--- src/rtl/fetch_unit_pkg.sv ---
// Shared types and constants for the instruction fetch stage.
package fetch_unit_pkg;

  localparam int XLEN = 32;

  localparam logic [XLEN-1:0] DEFAULT_RESET_PC  = 32'h0000_0000;
  localparam logic [XLEN-1:0] DEFAULT_NOP_INSTR = 32'h0000_0013;
  localparam logic [XLEN-1:0] PC_INCR           = 32'd4;

  typedef enum logic [2:0] {
    ST_IDLE  = 3'd0,
    ST_ISSUE = 3'd1,
    ST_WAIT  = 3'd2,
    ST_DRAIN = 3'd3,
    ST_FULL  = 3'd4
  } fetch_state_e;

  // Sequential successor address; wraps modulo 2^32.
  function automatic logic [XLEN-1:0] pcSucc(input logic [XLEN-1:0] pc);
    return pc + PC_INCR;
  endfunction

endpackage

--- src/rtl/fetch_unit_hold_buffer.sv ---
// Single-entry {pc, instr} buffer that parks a response arriving while decode is stalled.
module fetch_hold_buffer
  import fetch_unit_pkg::*;
(
  input  logic            clk,
  input  logic            reset,
  input  logic            i_load,
  input  logic            i_clear,
  input  logic [XLEN-1:0] i_pc,
  input  logic [XLEN-1:0] i_instr,
  output logic            o_valid,
  output logic [XLEN-1:0] o_pc,
  output logic [XLEN-1:0] o_instr
);

  logic            r_valid;
  logic [XLEN-1:0] r_pc;
  logic [XLEN-1:0] r_instr;

  // Clear wins over load so a flush can never leave a stale entry behind.
  always_ff @(posedge clk or negedge reset) begin
    if (!reset) begin
      r_valid <= 1'b0;
      r_pc    <= '0;
      r_instr <= '0;
    end else if (i_clear) begin
      r_valid <= 1'b0;
    end else if (i_load) begin
      r_valid <= 1'b1;
      r_pc    <= i_pc;
      r_instr <= i_instr;
    end
  end

  assign o_valid = r_valid;
  assign o_pc    = r_pc;
  assign o_instr = r_instr;

endmodule

--- src/rtl/fetch_unit.sv ---
// Instruction fetch stage: owns the PC, keeps at most one imem request in flight and drives IF/ID.
module fetch_unit
  import fetch_unit_pkg::*;
#(
  parameter logic [XLEN-1:0] RESET_PC  = DEFAULT_RESET_PC,
  parameter logic [XLEN-1:0] NOP_INSTR = DEFAULT_NOP_INSTR
) (
  input  logic            clk,
  input  logic            reset,
  input  logic            redirect_i,
  input  logic [XLEN-1:0] redirect_pc_i,
  input  logic            stall_i,
  output logic            imem_req_o,
  output logic [XLEN-1:0] imem_addr_o,
  input  logic            imem_valid_i,
  input  logic [XLEN-1:0] imem_instr_i,
  output logic            if_id_valid_o,
  output logic [XLEN-1:0] if_id_pc_o,
  output logic [XLEN-1:0] if_id_pc_4_o,
  output logic [XLEN-1:0] if_id_instr_o
);

  fetch_unit_pkg::fetch_state_e r_state, w_stateNext;

  logic [XLEN-1:0] r_pc, w_pcNext;
  logic            r_ifValid;
  logic [XLEN-1:0] r_ifPc;
  logic [XLEN-1:0] r_ifInstr;

  logic            w_slotFree;
  logic            w_bufLoad;
  logic            w_bufClear;
  logic            w_bufValid;
  logic [XLEN-1:0] w_bufPc;
  logic [XLEN-1:0] w_bufInstr;
  logic            w_newValid;
  logic [XLEN-1:0] w_newPc;
  logic [XLEN-1:0] w_newInstr;

  assign w_slotFree = !(r_ifValid && stall_i);

  fetch_hold_buffer u_holdBuffer (
    .clk     (clk),
    .reset   (reset),
    .i_load  (w_bufLoad),
    .i_clear (w_bufClear),
    .i_pc    (r_pc),
    .i_instr (imem_instr_i),
    .o_valid (w_bufValid),
    .o_pc    (w_bufPc),
    .o_instr (w_bufInstr)
  );

  always_ff @(posedge clk or negedge reset) begin
    if (!reset) begin
      r_state <= ST_IDLE;
      r_pc    <= RESET_PC;
    end else begin
      r_state <= w_stateNext;
      r_pc    <= w_pcNext;
    end
  end

  // Next state, next PC, and which instruction (if any) is offered to IF/ID this cycle.
  always_comb begin
    w_stateNext = r_state;
    w_pcNext    = r_pc;
    w_bufLoad   = 1'b0;
    w_bufClear  = 1'b0;
    w_newValid  = 1'b0;
    w_newPc     = r_pc;
    w_newInstr  = imem_instr_i;
    case (r_state)
      ST_IDLE: begin
        w_stateNext = ST_ISSUE;
        if (redirect_i) w_pcNext = redirect_pc_i;
      end
      ST_ISSUE: begin
        if (redirect_i) w_pcNext = redirect_pc_i;
        else            w_stateNext = ST_WAIT;
      end
      ST_WAIT: begin
        if (redirect_i) begin
          w_pcNext    = redirect_pc_i;
          w_stateNext = imem_valid_i ? ST_ISSUE : ST_DRAIN;
        end else if (imem_valid_i) begin
          w_pcNext = pcSucc(r_pc);
          if (w_slotFree) begin
            w_newValid  = 1'b1;
            w_stateNext = ST_ISSUE;
          end else begin
            w_bufLoad   = 1'b1;
            w_stateNext = ST_FULL;
          end
        end
      end
      ST_DRAIN: begin
        if (redirect_i)   w_pcNext    = redirect_pc_i;
        if (imem_valid_i) w_stateNext = ST_ISSUE;
      end
      ST_FULL: begin
        if (redirect_i) begin
          w_bufClear  = 1'b1;
          w_pcNext    = redirect_pc_i;
          w_stateNext = ST_ISSUE;
        end else if (w_slotFree && w_bufValid) begin
          w_bufClear  = 1'b1;
          w_newValid  = 1'b1;
          w_newPc     = w_bufPc;
          w_newInstr  = w_bufInstr;
          w_stateNext = ST_ISSUE;
        end
      end
      default: w_stateNext = ST_IDLE;
    endcase
  end

  // Redirect flushes even under stall; a stalled slot holds; an empty cycle leaves a bubble.
  always_ff @(posedge clk or negedge reset) begin
    if (!reset) begin
      r_ifValid <= 1'b0;
      r_ifPc    <= '0;
      r_ifInstr <= NOP_INSTR;
    end else if (redirect_i) begin
      r_ifValid <= 1'b0;
      r_ifInstr <= NOP_INSTR;
    end else if (w_slotFree) begin
      if (w_newValid) begin
        r_ifValid <= 1'b1;
        r_ifPc    <= w_newPc;
        r_ifInstr <= w_newInstr;
      end else begin
        r_ifValid <= 1'b0;
        r_ifInstr <= NOP_INSTR;
      end
    end
  end

  assign imem_req_o    = (r_state == ST_ISSUE);
  assign imem_addr_o   = r_pc;
  assign if_id_valid_o = r_ifValid;
  assign if_id_pc_o    = r_ifPc;
  assign if_id_pc_4_o  = pcSucc(r_ifPc);
  assign if_id_instr_o = r_ifInstr;

endmodule
--- config.mk ---
export PLATFORM = sky130hd
export DESIGN_NAME = fetch_unit
export DESIGN_NICKNAME = d
export VERILOG_FILES = /design/src/rtl/fetch_unit_pkg.sv /design/src/rtl/fetch_unit_hold_buffer.sv /design/src/rtl/fetch_unit.sv
export SDC_FILE = /design/constraint.sdc
export NUM_CORES = 1
export LEC_CHECK = 0
export ABC_AREA = 1
export BUFFER_PORTS_ARGS = -buffer_cell sky130_fd_sc_hd__buf_4
export CAP_MARGIN = 10
export CORE_UTILIZATION = 43
export CTS_BUF_LIST = sky130_fd_sc_hd__clkbuf_16
export CTS_CLUSTER_SIZE = 30
export DETAILED_ROUTE_END_ITERATION = 6
export PLACE_DENSITY_LB_ADDON = 0.15
export SLEW_MARGIN = 20
export SYNTH_ARGS = -nofsm -noshare
export SYNTH_HDL_FRONTEND = slang
export SYNTH_HIERARCHICAL = 1
export SYNTH_SLANG_ARGS = --single-unit
--- constraint.sdc ---
create_clock -name clk -period 3.2 [get_ports clk]
set_clock_uncertainty 0.15 [all_clocks]
set_input_delay 0.48 -clock clk [delete_from_list [all_inputs] [get_ports clk]]
set_output_delay 0.48 -clock clk [all_outputs]
set_load 0.02 [all_outputs]
=== Yosys cells after proc, flatten, opt, wreduce, memory -nomap -nowiden ===
Index checks and enable logic that the tools add are counted.

* Add/sub/neg operators: 2
* Equal/unequal tests: 10
* Mux-type cells: 37
* Bitwise logic cells: 3
* Reduce and logical (&&, ||, !) cells: 11

{| class="wikitable"
|+ Operators by type and width
! kind !! count
|-
| 2-to-1 mux 32 bit || 10
|-
| adder 32 x 3 -> 32 bit (second input constant) || 2
|-
| one-hot mux 32 bit (2 select lines) || 1
|-
| 2-to-1 mux 3 bit || 7
|-
| 2-to-1 mux 1 bit || 16
|-
| one-hot mux 3 bit (5 select lines) || 1
|-
| == test 3 x 2 -> 1 bit (second input constant) || 2
|-
| inequality test 2 bit (second input constant) || 3
|-
| inequality test 3 bit (second input constant) || 2
|-
| AND reduction 3 bit || 2
|-
| AND reduction 4 bit || 1
|-
| nonzero test 2 bit || 2
|-
| OR reduction 4 bit || 1
|-
| == test 3 x 1 -> 1 bit (second input constant) || 1
|-
| == test 3 bit (second input constant) || 1
|-
| logical NOT 3 bit || 1
|-
| inverter 1 bit || 3
|-
| logical AND 1 bit || 2
|-
| 2-to-1 mux 2 bit || 1
|-
| inequality test 2 x 1 -> 1 bit (second input constant) || 1
|-
| one-hot mux 1 bit (2 select lines) || 1
|-
| AND reduction 2 bit || 1
|-
| logical NOT 1 bit || 1
|}

* Flip-flop bits (word level): 165
* Input port bits: 69
* Word-level logic and storage cells: 71

=== Logic depth before layout (Yosys ltp) ===
* Depth after elaboration: 9
* Depth in mapped cells: 10
* Depth with buffers taken out: 10

=== By module ===
The synthesis kept the hierarchy.

{| class="wikitable"
|+ Modules (own cells, without submodules)
! module !! instances !! cells an instance !! area an instance (µm²) !! seq. area each (µm²)
|-
| fetch_unit || 1 || 998 || 6,620.1 || 2,506.2
|-
| fetch_hold_buffer || 1 || 282 || 2,608.8 || 1,626.6
|}

=== Worst setup path after synthesis ===
OpenSTA, ideal clock, no wires.

* Path kind: register -> output
* Start: register r_ifPc[2] (netlist: if_id_pc_o[2])
* End: output port if_id_pc_4_o[24]
* Arrival time: 1.749 ns
* Data required time: 2.570 ns
* Setup slack: 0.821 ns
* Cell stages (with the launch flop): 7
* Buffers on the path: 0
* Cell sequence: dfrtp_1 ha_1 inv_1 nor2_1 nand3_1 nor3_1 xor2_1

* Word-level cells in the longest chain between the ends: 1

{| class="wikitable"
|+ RTL lines
! item !! RTL line !! text
|-
| from (decl) || fetch_unit.sv:27 || <nowiki>logic [XLEN-1:0] r_ifPc;</nowiki>
|-
| from (signal assigned) || fetch_unit.sv:130 || <nowiki>r_ifPc <= w_newPc;</nowiki>
|-
| adder 32 x 3 -> 32 bit || fetch_unit_pkg.sv:20 || <nowiki>return pc + PC_INCR;</nowiki>
|-
| to (decl) || fetch_unit.sv:19 || <nowiki>output logic [XLEN-1:0] if_id_pc_4_o,</nowiki>
|}

Every way passes these cells.

=== Worst setup path in the final report ===
Same ends and word-level chain as after synthesis.

==> metrics.txt <==
status=finished, final reports clean; Comb power frac=0.431; Power Total=9.64 mW; initial antenna violation count=0; Flop pwr share=0.360; CP cell instances=ha_1 -> inv_1 -> nor2_1 -> nand3_1 -> nor3_1 -> xor2_1 -> buf_4; core area=21000 sq um; clk_lat worst skew=0.43 ns; largest net degree at the start of global routing=69; final core occ=0.542; Clk network pwr share=0.208; Finished Layout Cells=1737; Sw Pwr=4.41 mW; detailed placement HPWL=18700 um; sw frac=0.457; Mapped Area=9230 sq um; width of the die=149 um; Max-Slew Margin vs Limit=0.494; GPL Wtd Cong=0.934; total CTS buffers=17; Fin. Hold Viols=0; I/O pin count=199; Synth Instances=1280; placed cells=1704; die footprint=22100 sq um; max-slew violations=0; DRC=0; Crit. End Element=output port; critical path class=register to output port; final setup fails=0; Post-Place Worst Slack=0.735 ns; worst setup margin=0.415 ns; fmax=0.359 GHz; Gates resized, CTS repair=0; CTS tree=built; sequential area share after synthesis=0.448; area delta synth->final=23.3%; worst path bufs/invs=2; hold_ws=0.134 ns; vias per cell=5.00; drt total wl=26200 um; Leak=5.58 nW; top cell family by delay on the critical path=simple AND/OR/NAND/NOR gates; Avg Inst Size Synth=7.21 sq um; Clock Sinks=165; critical path required time=2.57 ns; Initial DRT Pass Iterations=5; total grt overflow=0; post-synth cell types=31; TNS Setup=0 ns; CTS Buffer Depth=2; drt initial violations=683; P per Cell Area=847 nW/um^2; critical path fanouts, max=5; Die H=149 um; fin crit share=0.870; NumNets Final=1520; Seq cells post-synth=165; minimum clock period=2.78 ns; ant diodes=0; H-tree levels=4; Root Driver=clkbuf_16; Finished Cell Area=11400 sq um; Worst Setup Start Kind=register; Peak supply drop=0.437 mV; post-synth net total=1351; Hold Crit Class=input pin to register; Avg WL per Cell=15.1 um; RSZ-0062 raised after global routing=no; port bufs=198; first-pass GRT wire length=42700 um; gr usage total=0.247; Critical Path Max Stage Delay=0.41 ns; Antenna Nets Post-Route=0; Worst EP arrival=2.15 ns; vias in the first global route=8167; Int Pwr=5.24 mW; Critical Path Slowest Stage Cell=dfrtp_1; total number of vias=8688; Syn. warnings=6; Slew @ Worst Pin=0.759 ns; CTS clk-pin slew, worst paths=0.07 ns; placed cell area=10800 sq um; Max-Cap Viols=0; layout cells sized above 1=0.189; Starting Density=0.439; Placement Rows=53
==> final timing paths <==
check / startpoint / end / slack (ns) / depth (start not counted)
worst min register to register: u_holdBuffer/o_instr[18]$_DFFE_PN0P_ / u_holdBuffer/o_instr[18]$_DFFE_PN0P_ / 0.32 / 2
max in group asynchronous: reset / u_holdBuffer/o_pc[23]$_DFFE_PN0P_ / 1.73 / 3
worst max-delay path: if_id_pc_o[2]$_DFFE_PN0P_ / if_id_pc_4_o[24] / 0.42 / 7
worst min-delay path: imem_instr_i[10] / u_holdBuffer/o_instr[10]$_DFFE_PN0P_ / 0.13 / 3
worst max register to register: r_state[0]$_DFFE_PN0P_ / if_id_instr_o[25]$_DFFE_PN0P_ / 0.93 / 7
min in group asynchronous: reset / if_id_instr_o[10]$_DFFE_PN0P_ / 0.45 / 2
==> cells in the final DEF, fill, tap and decap left out, types with 2 or more instances in the layout <==
master / synthesis / final
nor2_4: 4 / 5
o21ai_0: 98 / 98
nand2_1: 464 / 463
xor2_1: 28 / 28
o21ai_2: 10 / 10
clkbuf_16: 0 / 17
dfstp_2: 3 / 3
nor2_1: 133 / 131
inv_6: 0 / 3
nor2_2: 1 / 2
buf_12: 0 / 5
a31oi_1: 13 / 13
nor3_1: 20 / 20
clkinv_8: 0 / 2
inv_2: 4 / 4
a21oi_1: 4 / 4
inv_8: 0 / 6
ha_1: 2 / 2
dfrtp_1: 162 / 162
nand2_2: 4 / 5
nand3_1: 111 / 111
o21ai_1: 34 / 34
inv_1: 106 / 106
buf_4: 19 / 205
o211ai_1: 2 / 2
clkinv_4: 0 / 3
nand4_1: 8 / 8
==> kinds of logic (layout without fill, tap and decap cells) <==
| family | after synthesis | in the layout | share of synthesized area |
|---|---|---|---|
| fa+ha+maj | 2 | 2 | 0.00271 |
| compound gates | 162 | 162 | 0.0945 |
| simple gates | 750 | 750 | 0.334 |
| mux | 1 | 1 | 0.00122 |
| flops | 165 | 165 | 0.448 |
| xor+xnor | 28 | 28 | 0.0266 |
| buf+inv | 172 | 354 | 0.0930 |
==> flip-flops by register name (all words and copies together), names as in the netlist <==
register and count:
if_id_instr_o 32, if_id_pc_o 32, u_holdBuffer/o_instr 32, u_holdBuffer/o_pc 32, u_holdBuffer/o_valid 1, if_id_valid_o 1
r_state 3, imem_addr_o 32
==> timing repair <==
item	in CTS	in global routing
hold endpoints to repair	58	0
buffers inserted	0	0
setup endpoints to repair	0	0
hold buffers	1	0
==> synth_stat cells (all sizes together) <==
master | number | area (sq um)
clkbuf | 10 | 37.5
and2 | 1 | 6.26
nor2 | 139 | 571
dfstp | 3 | 78.8
ha | 2 | 25.0
or2 | 1 | 6.26
buf | 52 | 408
inv | 110 | 413
dfrtp | 162 | 4050
mux2 | 1 | 11.3
o21ai | 142 | 748
nor3 | 20 | 100
nand4 | 8 | 50.1
xor2 | 28 | 245
a21oi | 4 | 20.0
o211ai | 2 | 15.0
a31oi | 13 | 81.3
nand3 | 112 | 573
nand2 | 469 | 1780
o21bai | 1 | 7.51
==> routing by layer <==
layer | global-route usage | part of all wire | vias to the layer above
li1 | - | - | 4390
met1 | 0.364 | 0.49 | 4012
met2 | 0.376 | 0.44 | 271
met3 | 0.0414 | 0.060 | 15
met4 | 0.0603 | 0.0081 | 0
met5 | 0 | 0 | -
==> final cells by class <==
cell class                 instances  area [sq um]
fill                            2119          9640
multi-input combinational        943          4250
sequential                       165          4130
timing repair buffer             212          1660
clock buffer                      17           425
inverter                         110           413
tap                              275           344
clock inverter                    15           158
==> tightest hold or removal path: cells and delay by family <==
family	cells	cell delay [ns]
and+or+nand+nor	2	0.13
buffers and inverters	1	0.08
==> power by group through the flow <==
stage / sequential [mW] / combinational (mW) / clock, mW
3_5_place_dp: 3.49 / 4.16 / 0
2_1_floorplan: 3.72 / 2.06 / 0
4_1_cts: 3.45 / 4.17 / 2.06
6_report: 3.48 / 4.16 / 2.01
3_3_place_gp: 3.48 / 4.12 / 0
5_1_grt: 3.56 / 4.58 / 2.14
(Power assumes the default switching activity.)
